<file path="src/rtl/sand_pkg.sv">
// Shared types for the sand framebuffer sweep: pixel encoding and sequencer states.
package sand_pkg;

  typedef enum logic [1:0] {
    AIR     = 2'b00,
    SAND    = 2'b01,
    SAND_AM = 2'b10,
    WALL    = 2'b11
  } cell_t;

  localparam int PIX_PER_WORD = 16;

  typedef enum logic [2:0] {
    IDLE,
    RD_R,
    RD_F,
    WAIT,
    WR_R,
    WR_F,
    DONE
  } state_t;

endpackage

</file>
<file path="src/rtl/sand_update.sv">
// Combinational cell updater for one region word sitting directly above one floor word.
// Pixel i occupies bits [2i+1:2i]; pixel 15 is the leftmost on screen.
module sand_update
  import sand_pkg::*;
(
  input  logic [31:0] region,
  input  logic [31:0] floor,
  input  logic        screenbegin,
  input  logic        screenend,
  input  logic        screenbottom,
  output logic [31:0] new_region,
  output logic [31:0] new_floor
);

  logic [31:0] rw;
  logic [31:0] fw;
  int          ri;
  int          li;
  logic        hug;

  always_comb begin
    rw  = region;
    fw  = floor;
    ri  = 0;
    li  = 0;
    hug = 1'b0;
    // The bottom row is never a region, so its "already moved" marks are cleared here.
    if (screenbottom) begin
      for (int i = 0; i < PIX_PER_WORD; i++) begin
        if (fw[2*i +: 2] == SAND_AM) fw[2*i +: 2] = SAND;
      end
    end
    for (int i = 0; i < PIX_PER_WORD; i++) begin
      ri  = (i > 0) ? i - 1 : i;
      li  = (i < PIX_PER_WORD - 1) ? i + 1 : i;
      // A grain touching a side wall of the screen does not slide away from it.
      hug = ((i == PIX_PER_WORD - 1) && screenbegin) || ((i == 0) && screenend);
      if (rw[2*i +: 2] == SAND_AM) begin
        rw[2*i +: 2] = SAND;
      end else if (rw[2*i +: 2] == SAND) begin
        if (fw[2*i +: 2] == AIR) begin
          rw[2*i +: 2] = AIR;
          fw[2*i +: 2] = SAND_AM;
        end else if (!hug && (ri != i) && (fw[2*ri +: 2] == AIR)) begin
          rw[2*i +: 2]  = AIR;
          fw[2*ri +: 2] = SAND_AM;
        end else if (!hug && (li != i) && (fw[2*li +: 2] == AIR)) begin
          rw[2*i +: 2]  = AIR;
          fw[2*li +: 2] = SAND_AM;
        end
      end
    end
    new_region = rw;
    new_floor  = fw;
  end

endmodule

</file>
<file path="src/rtl/sand_sweep.sv">
// Frame sequencer: walks region/floor word pairs bottom-up, left-to-right, through
// sand_update over a req/gnt-arbitrated single memory port.
module sand_sweep
  import sand_pkg::*;
#(
  parameter int WIDTH_WORDS = 40,
  parameter int HEIGHT      = 480,
  parameter int AW          = 15
) (
  input  logic          clk,
  input  logic          reset_n,
  input  logic          start,
  output logic          busy,
  output logic          done,
  output logic          mem_req,
  input  logic          mem_gnt,
  output logic          mem_we,
  output logic [AW-1:0] mem_addr,
  output logic [31:0]   mem_wdata,
  input  logic [31:0]   mem_rdata
);

  localparam int RW = $clog2(HEIGHT);
  localparam int CW = (WIDTH_WORDS > 1) ? $clog2(WIDTH_WORDS) : 1;
  localparam logic [RW-1:0] ROW_TOP  = RW'(HEIGHT - 2);
  localparam logic [CW-1:0] COL_LAST = CW'(WIDTH_WORDS - 1);

  state_t        state_q, state_d;
  logic [RW-1:0] row_q, row_d;
  logic [CW-1:0] col_q, col_d;
  logic [31:0]   region_q, region_d;
  logic [31:0]   floor_q, floor_d;
  logic          rd_hit_q, rd_hit_d;

  logic [AW-1:0] addr_r;
  logic [AW-1:0] addr_f;
  logic [31:0]   new_region;
  logic [31:0]   new_floor;

  assign addr_r = AW'(row_q) * AW'(WIDTH_WORDS) + AW'(col_q);
  assign addr_f = addr_r + AW'(WIDTH_WORDS);

  sand_update u_upd (
    .region       (region_q),
    .floor        (floor_q),
    .screenbegin  (col_q == '0),
    .screenend    (col_q == COL_LAST),
    .screenbottom (row_q == ROW_TOP),
    .new_region   (new_region),
    .new_floor    (new_floor)
  );

  always_ff @(posedge clk) begin
    if (!reset_n) begin
      state_q  <= IDLE;
      row_q    <= '0;
      col_q    <= '0;
      region_q <= '0;
      floor_q  <= '0;
      rd_hit_q <= 1'b0;
    end else begin
      state_q  <= state_d;
      row_q    <= row_d;
      col_q    <= col_d;
      region_q <= region_d;
      floor_q  <= floor_d;
      rd_hit_q <= rd_hit_d;
    end
  end

  always_comb begin
    state_d   = state_q;
    row_d     = row_q;
    col_d     = col_q;
    region_d  = region_q;
    floor_d   = floor_q;
    rd_hit_d  = 1'b0;
    busy      = 1'b1;
    done      = 1'b0;
    mem_req   = 1'b0;
    mem_we    = 1'b0;
    mem_addr  = '0;
    mem_wdata = '0;
    unique case (state_q)
      IDLE: begin
        busy = 1'b0;
        if (start) begin
          row_d   = ROW_TOP;
          col_d   = '0;
          state_d = RD_R;
        end
      end
      RD_R: begin
        mem_req  = 1'b1;
        mem_addr = addr_r;
        if (mem_gnt) begin
          rd_hit_d = 1'b1;
          state_d  = RD_F;
        end
      end
      RD_F: begin
        mem_req  = 1'b1;
        mem_addr = addr_f;
        // Region data is only on the bus in the cycle right after its read was granted.
        if (rd_hit_q) region_d = mem_rdata;
        if (mem_gnt) state_d = WAIT;
      end
      WAIT: begin
        floor_d = mem_rdata;
        state_d = WR_R;
      end
      WR_R: begin
        mem_req   = 1'b1;
        mem_we    = 1'b1;
        mem_addr  = addr_r;
        mem_wdata = new_region;
        if (mem_gnt) state_d = WR_F;
      end
      WR_F: begin
        mem_req   = 1'b1;
        mem_we    = 1'b1;
        mem_addr  = addr_f;
        mem_wdata = new_floor;
        if (mem_gnt) begin
          if (col_q != COL_LAST) begin
            col_d   = col_q + CW'(1);
            state_d = RD_R;
          end else if (row_q != '0) begin
            col_d   = '0;
            row_d   = row_q - RW'(1);
            state_d = RD_R;
          end else begin
            state_d = DONE;
          end
        end
      end
      DONE: begin
        busy    = 1'b0;
        done    = 1'b1;
        state_d = IDLE;
      end
      default: begin
        busy    = 1'b0;
        state_d = IDLE;
      end
    endcase
  end

endmodule
</file>
<file path="config.mk">
export PLATFORM = sky130hd
export DESIGN_NAME = sand_sweep
export DESIGN_NICKNAME = d
export VERILOG_FILES = /design/src/rtl/sand_pkg.sv /design/src/rtl/sand_update.sv /design/src/rtl/sand_sweep.sv
export SDC_FILE = /design/constraint.sdc
export NUM_CORES = 1
export LEC_CHECK = 0
export ABC_AREA = 1
export CORE_ASPECT_RATIO = 1.75
export CORE_MARGIN = 1
export CORE_UTILIZATION = 35
export DETAILED_ROUTE_END_ITERATION = 12
export GPL_ROUTABILITY_DRIVEN = 0
export HOLD_SLACK_MARGIN = 0.06
export PLACE_DENSITY_LB_ADDON = 0.12
export SYNTH_ARGS = -nofsm -noshare
export SYNTH_HDL_FRONTEND = slang
export SYNTH_SLANG_ARGS = --single-unit
</file>
<file path="constraint.sdc">
create_clock -name clk -period 9.7 [get_ports clk]
set_clock_uncertainty 0.15 [all_clocks]
set_input_delay 1.455 -clock clk [delete_from_list [all_inputs] [get_ports clk]]
set_output_delay 1.455 -clock clk [all_outputs]
set_load 0.05 [all_outputs]
</file>
==> results.json, run 1 <==
{
  "outcome": "completed",
  "multiInputGateArea_sq_mm": 0.00362,
  "crit_path_start_kind": "flop",
  "yosysWarningCount": 0,
  "synth.avg_cell_area_sq_um": 6.44,
  "track_usage": 0.213,
  "synth-simple-area-share": 0.316,
  "p_leak_nw": 3.22,
  "required_ns": 8.10,
  "synthTopCellsByArea": "dfxtp_1, o21ai_0, nor2_1",
  "finalWorstSetupSlack_ns": 3.16,
  "clk_latency_ns": 0.34,
  "cts.sinks": 83,
  "dieArea_sq_mm": 0.0173,
  "clock-root-buffer": "clkbuf_16",
  "grt_pass1_vias": 6230,
  "rsz0062_at_grt": "false",
  "die_h_um": 173,
  "critical_path_buf_inv_count": 4,
  "ys_ff_latch": 83,
  "avgViaCountPerCell": 5.06,
  "routed_wl_mm": 17.7,
  "seq_area_frac_synth": 0.283,
  "core_sq_mm": 0.0164,
  "antenna_found_initial": 0,
  "synth_xor_xnor_area_share": 0.0149,
  "min_path_type": "reg2reg",
  "grt_overflow": 0,
  "synth_top_family_by_area": "simple AND/OR/NAND/NOR gates",
  "setup_viol": 0,
  "synthArstFlopShare": 0,
  "clk_pin_slew_worst_paths_ns": 0.05,
  "wl_per_cell_um": 14.6,
  "syn_nets": 973,
  "n_antenna_cell": 0,
  "cp-end-kind": "output pin",
  "vias": 6153,
  "grt_max_degree": 70,
  "crit_type": "reg2out",
  "std_cell_rows": 62,
  "die_w_um": 99.9,
  "cap_violations": 0,
  "path_max_fanout": 18,
  "ys_types": 46,
  "synth_top_area_share": 0.283,
  "drc": 0,
  "dp_hpwl_mm": 13.3,
  "regToRegSetupSlack_ns": 6.71,
  "drive_above_1_share": 0.0918,
  "slew_viol_final": 0,
  "crit_path_max_incr_delay_ns": 0.79,
  "drt_iter0_drc": 266,
  "first_pass_iters": 4,
  "post_cts_buffers": 0,
  "register_area_sq_mm": 0.00166,
  "synth_top_area_cell": "dfxtp_1",
  "synth_adder_area_share": 0.0537,
  "grt_pass1_wl_mm": 29.1,
  "crit_slowest_cell": "clkdlybuf4s50_1",
  "cts_tree": "done",
  "htree_levels": 3,
  "crit_arrival_ns": 4.94,
  "path_delay_family": "simple AND/OR/NAND/NOR gates",
  "fin_setup_tns_ns": 0,
  "crit_top_cell": "nand2_4",
  "initial_core_util": 0.357,
  "ctsResizeCount": 0,
  "port_buffers": 86,
  "io_pins": 87,
  "synth_edf_count": 0,
  "synth_top_flop_cell": "dfxtp_1",
  "synth-compound-area-share": 0.230,
  "areaGrowthSynthToFinish_pct": 24.0,
  "syn_area_sq_mm": 0.00588,
  "finalHoldViolCount": 0,
  "period_minus_slack_ns": 6.54,
  "finalCritPeriodShare": 0.675,
  "syn_inst": 913,
  "clockBufferDepth": 2,
  "fin_nets": 1047,
  "vdd_ir_drop_max_v": 0.0000835,
  "antenna_left": 0,
  "cts_hold_buf": 0,
  "cts_buffers": 9,
  "nFillCells": 1841,
  "slew_headroom": 0.502,
  "worstMarginPinSlew_ns": 0.743,
  "p_per_area_mw_per_mm2": 184,
  "synth_mux_area_frac": 0,
  "place_ws_ns": 3.50,
  "clock.fmax_ghz": 0.153
}
per-stage QoR:
| step | instance area (sq um) | power (mW) | cells | util | hold WS (ns) |
|---|---|---|---|---|---|
| floorplan | 5880 | 0.806 | 913 | - | 0.302 |
| global placement | 6950 | 0.959 | 1200 | 0.423 | 0.314 |
| detailed placement | 6950 | 0.960 | 1200 | 0.423 | 0.325 |
| CTS | 7290 | 1.35 | 1215 | 0.443 | 0.333 |
| global route | 7290 | 1.43 | 1215 | 0.443 | 0.365 |
| finish | 7290 | 1.34 | 1215 | 0.443 | 0.330 |
path summary, 6_finish.rpt:
| path | start | end | cells past startpoint |
|---|---|---|---|
| worst max register to register | state_q[0] | row_q[7] | 14 |
| worst min-delay path | floor_q[1] | floor_q[1] | 2 |
| worst max-delay path | row_q[1] | mem_wdata[29] | 36 |
| worst min register to register | floor_q[1] | floor_q[1] | 2 |
placed cells by master, fill, tap and decap left out, types with 3 or more instances in the layout:
cell type        Yosys  layout
nand3_2              4       5
buf_4                0       6
xor2_1               8       8
nor3_1              17      17
nand2_1            108     108
nand4_1             15      15
clkdlybuf4s50_1      0      85
nand2_2             10      10
o22ai_1              5       5
or2_2                7       7
inv_1              110     110
a21oi_1             58      58
clkbuf_16            0       9
ha_1                22      22
inv_2               20      20
nor2_4               3       3
a31oi_1             12      12
nor4_1               3       3
nor2_1             155     154
o221ai_1            11      11
nand2_4             19      19
nand3_1             48      47
o21ai_0            127     127
bufinv_16            0       3
o21a_1               8       8
dfxtp_1             83      83
area by class of cell:
type,count,area share
Multi-Input combinational cell,669,0.496
Sequential cell,83,0.228
Timing Repair Buffer,92,0.124
Inverter,132,0.0680
Tap cell,224,0.0385
Clock buffer,10,0.0314
Clock inverter,5,0.0141
synthesized netlist by cell type (10+ instances only):
master,n
nand4_1,15
nand2_4,19
inv_2,20
nor3_1,17
inv_1,110
a31oi_1,12
nand3_1,48
o221ai_1,11
nor2_1,155
nand2_1,108
nand2_2,10
dfxtp_1,83
a21oi_1,58
clkbuf_1,27
o21ai_0,127
ha_1,22
worst min-delay path: cells and delay by family, from the launching register on:
kind                   cells  cell delay, ns
buffers and inverters      1            0.07
AO/OA/AOI/OAI              1            0.05
flip-flops                 1            0.31
state kept, by name (all words and copies together) (netlist names):
register,count
region_q,32
col_q,6
floor_q,32
rd_hit_q,1
state_q,3
row_q,9
where the power goes:
part / internal [mW] / switching (mW)
clock network: 0.250 / 0.138
logic: 0.186 / 0.360
registers: 0.369 / 0.0351
metal layers:
layer	wire length [um]	share of wire	track usage
met5	0	0	0
met4	609	0.034	0.0993
met3	437	0.025	0.0242
met2	9930	0.56	0.425
met1	6730	0.38	0.209
cell families after synthesis:
| kind of cell | count (synthesis) |
|---|---|
| buf+inv | 161 |
| fa+ha+maj | 24 |
| flops | 83 |
| compound gates | 241 |
| simple gates | 394 |
| xor+xnor | 10 |
(Power assumes the default switching activity.)
==> inputs of run 2 (changes only) <==
==> constraint.sdc (replaced) <==
create_clock -name clk -period 5.7 [get_ports clk]
set_clock_uncertainty 0.15 [all_clocks]
set_input_delay 0.855 -clock clk [delete_from_list [all_inputs] [get_ports clk]]
set_output_delay 0.855 -clock clk [all_outputs]
set_load 0.05 [all_outputs]
==> results.json, run 2 (synthesis gave the netlist of run 1 again) <==
{
  "initial_core_util": 0.357,
  "antenna_left": 0,
  "dp_hpwl_mm": 13.4,
  "routed_wl_mm": 17.6,
  "p_leak_nw": 3.34,
  "cts_tree": "done",
  "timing.hold.ws_ns": 0.326,
  "grt_pass1_vias": 6151,
  "clockPowerShare": 0.271,
  "slew_viol_final": 0,
  "vdd_ir_drop_max_v": 0.000148,
  "crit_path_start_kind": "flop",
  "io_pins": 87,
  "fin_setup_tns_ns": 0,
  "min_path_type": "reg2reg",
  "clockBufferDepth": 2,
  "clock.fmax_ghz": 0.190,
  "drc": 0,
  "final_cell_mix": "nor2_1, o21ai_0, inv_1",
  "port_buffers": 86,
  "die_h_um": 173,
  "outcome": "completed",
  "grt_max_degree": 56,
  "worstMarginPinSlew_ns": 1.04,
  "p_int_mw": 1.30,
  "r2r_end": "col_q[4]",
  "grt_overflow": 0,
  "cts.sinks": 83,
  "setup_viol": 0,
  "p_sw_frac": 0.414,
  "rsz0062_at_grt": "false",
  "first_pass_iters": 4,
  "post_cts_buffers": 0,
  "combPwrFrac": 0.418,
  "dieArea_sq_mm": 0.0173,
  "areaGrowthSynthToFinish_pct": 23.8,
  "clk_latency_ns": 0.33,
  "crit_type": "reg2out",
  "crit_arrival_ns": 4.26,
  "n_antenna_cell": 0,
  "std_cell_rows": 62,
  "worstReg2RegStart": "state_q[0]",
  "antenna_found_initial": 0,
  "ff2ff_path_depth": 13,
  "slew_headroom": 0.303,
  "min_from": "floor_q[1]",
  "finalHoldViolCount": 0,
  "cts_hold_buf": 0,
  "hold_end": "floor_q[1]",
  "path_max_fanout": 7,
  "finalCritPeriodShare": 0.924,
  "layout_commonest_cell": "nor2_1",
  "required_ns": 4.70,
  "min_path_cells": 2,
  "wl_per_cell_um": 14.5,
  "numPlacedInstances": 1200,
  "cp-end-kind": "output pin",
  "switchingPower_uw": 915,
  "ctsResizeCount": 0,
  "avgViaCountPerCell": 5.07,
  "power_mw": 2.21,
  "drive_above_1_share": 0.0958,
  "top_regs": "floor_q (32), region_q (32), row_q (9)",
  "p_per_area_mw_per_mm2": 304,
  "cts_buffers": 9,
  "instances_no_fill": 1216,
  "track_usage": 0.211,
  "regToRegSetupSlack_ns": 1.78,
  "cap_violations": 0,
  "grt_pass1_wl_mm": 28.7,
  "p_seq_frac": 0.312,
  "period_minus_slack_ns": 5.27,
  "drt_iter0_drc": 230,
  "htree_levels": 3,
  "core_sq_mm": 0.0164,
  "clock-root-buffer": "clkbuf_16",
  "vias": 6164,
  "fin_nets": 1047,
  "die_w_um": 99.9,
  "clk_pin_slew_worst_paths_ns": 0.06
}
==> run 2: cell types whose count changed in the layout (fill, tap and decap cells not counted), sizes merged <==
cell	before	now
dlymetal6s2s	0	7
clkinvlp	1	2
clkbuf	10	11
clkinv	3	4
buf	7	9
clkdlybuf4s50	85	76
bufinv	3	1
==> run 2: worst max path at each step <==
| stage | startpoint | end | slack (ns) |
|---|---|---|---|
| floorplan | row_q[2] | mem_addr[13] | 0.90 |
| global placement | row_q[1] | mem_wdata[31] | 0.49 |
| detailed placement | row_q[1] | mem_wdata[31] | 0.40 |
| CTS | row_q[1] | mem_wdata[31] | 0.03 |
| global route | row_q[2] | mem_addr[13] | 0.08 |
| finish | row_q[2] | mem_addr[13] | 0.43 |
==> run 2: area by class of cell <==
type / count / area, sq um
clock buffers: 11 / 243
fillers: 1845 / 9170
inverters: 132 / 495
well taps: 224 / 280
repair buffers: 92 / 913
flip-flops and latches: 83 / 1660
clock inverters: 5 / 62.6
multi-input cells: 669 / 3620
==> run 2: stage by stage <==
step	setup WS, ns	area [sq um]	util
2_1_floorplan	0.904	5880	-
3_3_place_gp	0.492	6950	0.423
3_5_place_dp	0.397	6950	0.423
4_1_cts	0.0308	7250	0.441
5_1_grt	0.0755	7270	0.442
6_report	0.435	7270	0.442
==> run 2: power by group through the flow <==
stage,combinational (mW),sequential [mW],clock (mW)
global placement,0.932,0.701,0
global route,1.04,0.697,0.642
finish,0.924,0.689,0.599
CTS,0.935,0.689,0.614
detailed placement,0.931,0.702,0
floorplan,0.690,0.680,0
==> run 2: layer usage <==
layer,up-vias,GRT usage,share of wire
met1,2841,0.204,0.39
met3,29,0.0294,0.020
met2,105,0.429,0.57
met5,-,0,0
li1,3189,-,-
met4,0,0.0790,0.024
==> run 2: critical path: stages, from the launching register on <==
cell and delay (ns):
dfxtp_1 0.47, ha_1 0.30, ha_1 0.36, a21oi_1 0.08, inv_1 0.05, a31oi_1 0.04, or2_2 0.30, nor2_1 0.09
inv_1 0.05, nor2_1 0.08, inv_1 0.07, nor2_1 0.09, inv_1 0.05, or2_2 0.29, nor2_1 0.09, nand2_1 0.06
and2_1 0.19, inv_1 0.09, nor3_1 0.06, o32ai_1 0.26, clkdlybuf4s50_1 0.84
